### src/rtl/my_microsequencer_if.sv
// Sequencer-side bundle between MICRO_ROM/My_State_ROM control and the micro-PC logic.
// master drives micro-word controls and observes status; slave is the sequencer.
interface my_microsequencer_if #(
  parameter int unsigned ADDR_W = 8
) ();
  logic [1:0]        i_addr_ctl;
  logic [ADDR_W-1:0] i_dispatch_state;
  logic              i_dispatch_valid;
  logic              i_stall;
  logic              i_cond_done;
  logic [ADDR_W-1:0] o_upc;
  logic              o_fetch;
  logic              o_illegal;
  logic              o_timeout;
  logic              o_halted;
  logic [15:0]       o_instr_count;

  modport master (
    output i_addr_ctl, i_dispatch_state, i_dispatch_valid, i_stall, i_cond_done,
    input  o_upc, o_fetch, o_illegal, o_timeout, o_halted, o_instr_count
  );

  modport slave (
    input  i_addr_ctl, i_dispatch_state, i_dispatch_valid, i_stall, i_cond_done,
    output o_upc, o_fetch, o_illegal, o_timeout, o_halted, o_instr_count
  );
endinterface

### src/rtl/my_microsequencer.sv
// Micro-PC sequencer: SEQ/FETCH/DISPATCH/WAIT next-address selection with bounded wait,
// global stall, instruction counting and a sticky trap (HALT) on illegal opcode or timeout.
module my_microsequencer #(
  parameter int unsigned       ADDR_W     = 8,
  parameter logic [ADDR_W-1:0] FETCH_ADDR = '0,
  parameter logic [ADDR_W-1:0] TRAP_ADDR  = '1,
  parameter int unsigned       WAIT_MAX   = 40
) (
  input logic                i_clk,
  input logic                i_reset,
  my_microsequencer_if.slave sif
);
  localparam int unsigned WcntW = $clog2(WAIT_MAX + 1);
  localparam logic [WcntW-1:0] WcntLast = WcntW'(WAIT_MAX - 1);

  typedef enum logic {StRun, StHalt} state_e;

  state_e            state_q, state_d;
  logic [ADDR_W-1:0] upc_q, upc_d;
  logic [WcntW-1:0]  wcnt_q, wcnt_d;
  logic              fetch_q, fetch_d;
  logic              illegal_q, illegal_d;
  logic              timeout_q, timeout_d;
  logic [15:0]       count_q, count_d;

  always_comb begin
    state_d   = state_q;
    upc_d     = upc_q;
    wcnt_d    = wcnt_q;
    fetch_d   = 1'b0;
    illegal_d = illegal_q;
    timeout_d = timeout_q;
    count_d   = count_q;
    if (state_q == StRun && !sif.i_stall) begin
      unique case (sif.i_addr_ctl)
        2'b00: begin
          upc_d  = upc_q + ADDR_W'(1);
          wcnt_d = '0;
        end
        2'b01: begin
          upc_d   = FETCH_ADDR;
          count_d = count_q + 16'd1;
          fetch_d = 1'b1;
          wcnt_d  = '0;
        end
        2'b10: begin
          wcnt_d = '0;
          if (sif.i_dispatch_valid) begin
            upc_d = sif.i_dispatch_state;
          end else begin
            upc_d     = TRAP_ADDR;
            illegal_d = 1'b1;
            state_d   = StHalt;
          end
        end
        2'b11: begin
          // Completion on the final allowed cycle still beats the timeout.
          if (sif.i_cond_done) begin
            upc_d  = upc_q + ADDR_W'(1);
            wcnt_d = '0;
          end else if (wcnt_q == WcntLast) begin
            upc_d     = TRAP_ADDR;
            timeout_d = 1'b1;
            state_d   = StHalt;
          end else begin
            wcnt_d = wcnt_q + WcntW'(1);
          end
        end
        default: ;
      endcase
    end
  end

  always_ff @(posedge i_clk) begin
    if (i_reset) begin
      state_q   <= StRun;
      upc_q     <= FETCH_ADDR;
      wcnt_q    <= '0;
      fetch_q   <= 1'b0;
      illegal_q <= 1'b0;
      timeout_q <= 1'b0;
      count_q   <= '0;
    end else begin
      state_q   <= state_d;
      upc_q     <= upc_d;
      wcnt_q    <= wcnt_d;
      fetch_q   <= fetch_d;
      illegal_q <= illegal_d;
      timeout_q <= timeout_d;
      count_q   <= count_d;
    end
  end

  assign sif.o_upc         = upc_q;
  assign sif.o_fetch       = fetch_q;
  assign sif.o_illegal     = illegal_q;
  assign sif.o_timeout     = timeout_q;
  assign sif.o_halted      = (state_q == StHalt);
  assign sif.o_instr_count = count_q;
endmodule

### src/flat_wrapper.sv
// flat-port wrapper written by rule: the top's interface ports become plain ports
module my_microsequencer_flat 
#(
  parameter int unsigned       ADDR_W     = 8,
  parameter logic [ADDR_W-1:0] FETCH_ADDR = '0,
  parameter logic [ADDR_W-1:0] TRAP_ADDR  = '1,
  parameter int unsigned       WAIT_MAX   = 40
)
  (i_clk, i_reset, sif_i_addr_ctl, sif_i_dispatch_state, sif_i_dispatch_valid, sif_i_stall, sif_i_cond_done, sif_o_upc, sif_o_fetch, sif_o_illegal, sif_o_timeout, sif_o_halted, sif_o_instr_count);
  my_microsequencer_if #(.ADDR_W(ADDR_W)) sif_i ();
  input logic i_clk;
  input logic i_reset;
  input wire logic [$bits(sif_i.i_addr_ctl)-1:0] sif_i_addr_ctl;
  input wire logic [$bits(sif_i.i_dispatch_state)-1:0] sif_i_dispatch_state;
  input wire logic [$bits(sif_i.i_dispatch_valid)-1:0] sif_i_dispatch_valid;
  input wire logic [$bits(sif_i.i_stall)-1:0] sif_i_stall;
  input wire logic [$bits(sif_i.i_cond_done)-1:0] sif_i_cond_done;
  output wire logic [$bits(sif_i.o_upc)-1:0] sif_o_upc;
  output wire logic [$bits(sif_i.o_fetch)-1:0] sif_o_fetch;
  output wire logic [$bits(sif_i.o_illegal)-1:0] sif_o_illegal;
  output wire logic [$bits(sif_i.o_timeout)-1:0] sif_o_timeout;
  output wire logic [$bits(sif_i.o_halted)-1:0] sif_o_halted;
  output wire logic [$bits(sif_i.o_instr_count)-1:0] sif_o_instr_count;
  assign sif_i.i_addr_ctl = sif_i_addr_ctl;
  assign sif_i.i_dispatch_state = sif_i_dispatch_state;
  assign sif_i.i_dispatch_valid = sif_i_dispatch_valid;
  assign sif_i.i_stall = sif_i_stall;
  assign sif_i.i_cond_done = sif_i_cond_done;
  assign sif_o_upc = sif_i.o_upc;
  assign sif_o_fetch = sif_i.o_fetch;
  assign sif_o_illegal = sif_i.o_illegal;
  assign sif_o_timeout = sif_i.o_timeout;
  assign sif_o_halted = sif_i.o_halted;
  assign sif_o_instr_count = sif_i.o_instr_count;
  my_microsequencer #(.ADDR_W(ADDR_W), .FETCH_ADDR(FETCH_ADDR), .TRAP_ADDR(TRAP_ADDR), .WAIT_MAX(WAIT_MAX)) u_core (.i_clk(i_clk), .i_reset(i_reset), .sif(sif_i));
endmodule
### config.mk
export PLATFORM = sky130hd
export DESIGN_NAME = my_microsequencer_flat
export DESIGN_NICKNAME = d
export VERILOG_FILES = /design/src/rtl/my_microsequencer_if.sv /design/src/rtl/my_microsequencer.sv /design/src/flat_wrapper.sv
export SDC_FILE = /design/constraint.sdc
export NUM_CORES = 1
export LEC_CHECK = 0
export CAP_MARGIN = 40
export CORE_MARGIN = 2
export CORE_UTILIZATION = 52
export CTS_BUF_LIST = sky130_fd_sc_hd__clkbuf_8
export DETAILED_ROUTE_END_ITERATION = 16
export MAX_ROUTING_LAYER = met4
export PLACE_DENSITY = 0.83
export SETUP_SLACK_MARGIN = 0.3
export SYNTH_ARGS = -nofsm -noshare
export SYNTH_HDL_FRONTEND = slang
export SYNTH_SLANG_ARGS = --single-unit
### constraint.sdc
create_clock -name i_clk -period 2.05 [get_ports i_clk]
set_input_delay 0.41 -clock i_clk [delete_from_list [all_inputs] [get_ports i_clk]]
set_output_delay 0.41 -clock i_clk [all_outputs]
set_load 0.05 [all_outputs]
After elaboration in Yosys (flattened, before gate mapping)
Index checks and enable logic that the tools add are counted.
- $add $sub $neg: 3
- shift-type cells: 0
- equal/unequal tests: 9
- reductions and logical operators: 12
- divide/modulo/power cells: 0
- $lt $le $gt $ge: 0
- multipliers: 0
- multiplexer cells: 12
- bitwise operators: 4
- operator list (kind ; number):
    $pmux 8 s4 ; 1
    $mux 8 ; 3
    $add 16x1->16 const B ; 1
    $mux 6 ; 2
    $pmux 6 s2 ; 1
    $add 8x1->8 const B ; 1
    $add 6x1->6 const B ; 1
    $eq 6x6->1 const B ; 1
    $reduce_and 2->1 ; 3
    $reduce_and 5->1 ; 1
    $eq 2x2->1 const B ; 2
    $mux 1 ; 4
    $ne 2x2->1 const B ; 2
    $not 1->1 ; 4
    $reduce_and 4->1 ; 1
    $ne 3x2->1 const B ; 1
    $ne 3x3->1 const B ; 1
    $reduce_and 3->1 ; 1
    $reduce_or 3->1 ; 1
    $eq 2x1->1 const B ; 1
    $logic_not 2->1 ; 1
    $ne 2x1->1 const B ; 1
    $pmux 1 s2 ; 1
    $reduce_bool 2->1 ; 1
    3 further kinds ; 3
- bits in writable memories: 0
- ROM bits: 0
- bits in latches: 0
- memories: 0
- register bits after elaboration: 34
- input port bits: 15

Longest topological paths before layout
- depth in word-level cells: 4
- depth in mapped cells: 6
- mapped depth without buffers: 5

Worst setup path before layout
Ideal clock, no wire load.
- path type: reg2reg
- from: register u_core.count_q[3] (netlist: u_core.sif.o_instr_count[3])
- to: register u_core.count_q[13] (netlist: u_core.sif.o_instr_count[13])
- stages on the path, launching flop included: 5
- path slack: 0.064 ns
- library setup time: 0.070 ns
- required time: 1.980 ns
- period minus slack after synthesis: 1.986 ns
- arrival: 1.916 ns
- cell sequence: dfxtp_1 > and4_1 > nand3_1 > or4_1 > a21oi_1
- cells in the longest elaborated chain, start to end: 1
- ends and longest elaborated chain (what ; RTL line ; RTL):
    start, declared ; my_microsequencer.sv:24 ; logic [15:0] count_q, count_d;
    start signal, assigned ; my_microsequencer.sv:90 ; count_q <= count_d;
    $add 16x1->16 ; my_microsequencer.sv:42 ; count_d = count_q + 16'd1;
Every way passes these cells.
A chain may end at the register's enable or synchronous reset.

Worst setup path in the final report
- from: register u_core.count_q[7] (netlist: u_core.sif.o_instr_count[7])
- to: output sif_o_instr_count[7]
- RTL lines (what ; RTL line ; RTL):
    end, declared ; flat_wrapper.sv:23 ; output wire logic [$bits(sif_i.o_instr_count)-1:0] sif_o_instr_count;
No word-level cell between the ends.

==> summary.txt <==
Outcome
  • Run status: finished clean

Routing
  • Vias: ~2000
  • Drt wl/cell: 15.4 µm
  • Drt via density: 5.95
  • DRT Wirelength: roughly 5300 µm
  • Final ANT Viol Nets: 0
  • Met2 wire length: roughly 2600 µm
  • DRC Markers: 0
  • Metal3 WL: roughly 310 µm
  • Top layer in use: met4
  • Met1 Wirelength: about 2300 µm
  • First-pass DRT Iterations: 5
  • DR iter-0 viols: 163

Critical path
  • Critical path startpoint category: flip-flop
  • Type of the worst setup path: reg -> out
  • Crit path max fanout: 6
  • CP max stage delay: 0.56 ns
  • Terminus of the critical flop-to-flop path: u_core.sif.o_upc[5]
  • Critical path buffers and inverters: 1
  • Delay-heaviest family, CP: buffers and inverters
  • CP cell instances: dlygate4sd2_1
  • R2R Path Start: u_core.wcnt_q[0]
  • Arr. time, crit path: 1.30 ns
  • R2R Setup Slk: roughly 0.4 ns
  • Critical Path RT: between 1.5 and 2 ns
  • Crit-path slowest cell: dlygate4sd2_1
  • FF-to-FF path depth: 6
  • CP endpoint kind: primary output

Clock network
  • Clk buf depth: 2
  • Reg clk slew, reported paths: 0.07 ns
  • H-tree depth: 2
  • Post-CTS Hold Fix Bufs: 0
  • Root Driver: clkbuf_8
  • CTS buffer count: 5
  • Clock latency on the worst-skew pair: 0.30 ns
  • Sink Count: 34
  • CTS tree: yes

Synthesis
  • Adder-Cell Fraction of Synth Area: 0.0202
  • Mux contribution to synthesized area: 0.00538
  • Top-area cell type share of the netlist area: 0.366
  • Synth Area in Simple Gates: 0.304
  • Cell Area, Synth: roughly 1900 µm²
  • Syn Area/Cell: 8.09 µm²
  • Synth Area in XOR/XNOR: 0.0423
  • Syn. warnings: 0
  • Post-synthesis register bit count: 34
  • Synth Flop Type: dfxtp_1
  • FFs w/ async S/R, synth: 0
  • Post-synth EDFFs: 0
  • Post-synth net total: ~250
  • Most frequent cells after synthesis: dfxtp_1, nor2_1, a21oi_1, nand3_1, o21ai_0
  • Main combinational cell family by area after synthesis: simple AND/OR/NAND/NOR gates
  • Compound-Gate Fraction of Synth Area: 0.218
  • Library cells used by synthesis: 51
  • Ranking of synthesized cells by area: dfxtp_1, a21oi_1, nor2_1
  • Cell taking the most area after synthesis: dfxtp_1
  • Mapped Cells: 230
  • Cell with the most instances after synthesis: dfxtp_1
  • Seq/Total Area, Yosys: 0.366

Run
  • MaxCap Viol Count: 0

Worst hold path
  • Hold Path Class: reg -> reg
  • Worst hold stages: 2
  • Hold wc startpoint: u_core.sif.o_instr_count[1]
  • Worst Hold End: u_core.sif.o_instr_count[1]

Finish
  • Final net count: 315
  • Diodes inserted: 0
  • Post-layout util: 0.777
  • Share of layout cells above drive strength 1: 0.208
  • Fin cells: about 340
  • Layout area overhead: 41.5%

Timing
  • Relative max-transition margin: 0.668
  • Final hold violation count: 0
  • Setup violators final: 0
  • Setup TNS Final: 0 ns
  • Max frequency: 585 MHz
  • Clock skew: 0.00576 ns
  • RSZ-0062 raised after global routing: true
  • Fin worst setup slack: 0.340 ns
  • Fin crit period: 1.71 ns
  • Final period utilization: 0.834
  • Max Transition Viols Final: 0
  • Worst Tran Pin Value: 0.500 ns

Floorplan
  • Die ar.: 4070 µm²
  • Initial Util: 0.549
  • Die Wd: 63.8 µm
  • Cell Rows: 21
  • I/O pin count: 43
  • Total core area: 3390 µm²
  • Die Y: 63.8 µm

Power and ir drop
  • Switching power: around 0.45 mW
  • Clk network pwr share: 0.387
  • Switching Fraction: 0.279
  • Leak pwr: 1.12 nW
  • Power per Cell Area: 606 nW/µm²
  • Seq pwr share: 0.437
  • P_int: 1.15 mW
  • Final Total Pwr: 1.60 mW
  • Gate power share: 0.176
  • Worst vdd ir: 427 µV

Placement
  • Inst Count DP: 332
  • Final Wtd Congestion: 0.941
  • Dpl hpwl: 3700 µm
  • IO buf count: 42
  • Pre-CTS setup slack: -0.0569 ns

Global routing
  • Vias in the first global route: 2043
  • Total global-route track usage: 0.283
  • Largest net degree at the start of global routing: 17
  • GRT overflow: 0
  • Initial antenna violation count: 0
  • First-pass GRT wire length: approximately 8900 µm
[routing by layer]
layer,up-vias,GRT usage
li1,988,-
met1,968,0.335
met2,79,0.460
met3,13,0.0563
met4,0,0.136
met5,-,-
[layout make-up]
class | count | area (µm²)
Sequential cell | 34 | 693
Clock inverter | 3 | 40.0
Multi-Input combinational cell | 176 | 1140
Fill cell | 267 | 754
Tap cell | 46 | 57.6
Clock buffer | 5 | 68.8
Timing Repair Buffer | 71 | 602
Inverter | 9 | 33.8
[power groups by stage]
stage	combinational, mW	sequential, mW	clock, mW
6_report	0.281	0.698	0.619
2_1_floorplan	0.108	0.766	0
3_3_place_gp	0.280	0.712	0
3_5_place_dp	0.283	0.713	0
4_1_cts	0.274	0.697	0.617
5_1_grt	0.302	0.700	0.654
[cells in the final DEF (no fill, tap or decap), types with 8 or more instances in the layout]
master           count
dlygate4sd2_1       29
o21ai_0             11
nand3_1             11
a21oi_1             19
inv_1                8
dfxtp_2             10
buf_4               29
xor2_1               8
and3_1               8
dfxtp_1             24
nand2_1              9
nor2_1              23
clkdlybuf4s50_1     10
[logic make-up (layout without fill, tap and decap cells)]
family | count (synthesis) | after routing
AO/OA/AOI/OAI | 64 | 64
XOR/XNOR | 9 | 9
adder cells (fa/ha/maj) | 3 | 3
buffers and inverters | 20 | 88
flip-flops | 34 | 34
multiplexers | 1 | 1
AND/OR/NAND/NOR | 99 | 99
[repair_timing]
action / 4_1_cts / 5_1_grt
endpoints found under the setup margin: 31 / 12
setup buffers: 2 / 2
pin swaps: 2 / 2
gates resized for setup: 29 / 9
endpoints found under the hold margin: 0 / 0
[worst max-delay path by stage]
stage	to	start	cells after the start	slack, ns
6_report	sif_o_instr_count[7]	u_core.sif.o_instr_count[7]	1	0.34
2_1_floorplan	u_core.sif.o_instr_count[12]	sif_i_addr_ctl[1]	5	0.24
5_1_grt	u_core.sif.o_instr_count[13]	u_core.sif.o_instr_count[3]	4	0.28
3_5_place_dp	u_core.sif.o_instr_count[12]	sif_i_stall	5	-0.06
4_1_cts	u_core.sif.o_instr_count[12]	sif_i_stall	5	0.31
3_3_place_gp	u_core.sif.o_instr_count[12]	sif_i_stall	5	-0.008
[flip-flops by register name, summed over array words and instances, names as in the netlist]
| register | cells |
|---|---|
| u_core.sif.o_instr_count | 16 |
| u_core.sif.o_fetch | 1 |
| u_core.sif.o_timeout | 1 |
| u_core.sif.o_illegal | 1 |
| u_core.wcnt_q | 6 |
| u_core.sif.o_upc | 8 |
| u_core.sif.o_halted | 1 |
[through the flow]
| step | area (µm²) | hold WS (ns) |
|---|---|---|
| 5_1_grt | 2640 | 0.513 |
| 6_report | 2640 | 0.472 |
| 3_3_place_gp | 2490 | 0.454 |
| 2_1_floorplan | 1880 | 0.454 |
| 3_5_place_dp | 2490 | 0.466 |
| 4_1_cts | 2580 | 0.480 |
Note: power is estimated with default switching activity, not from simulation.
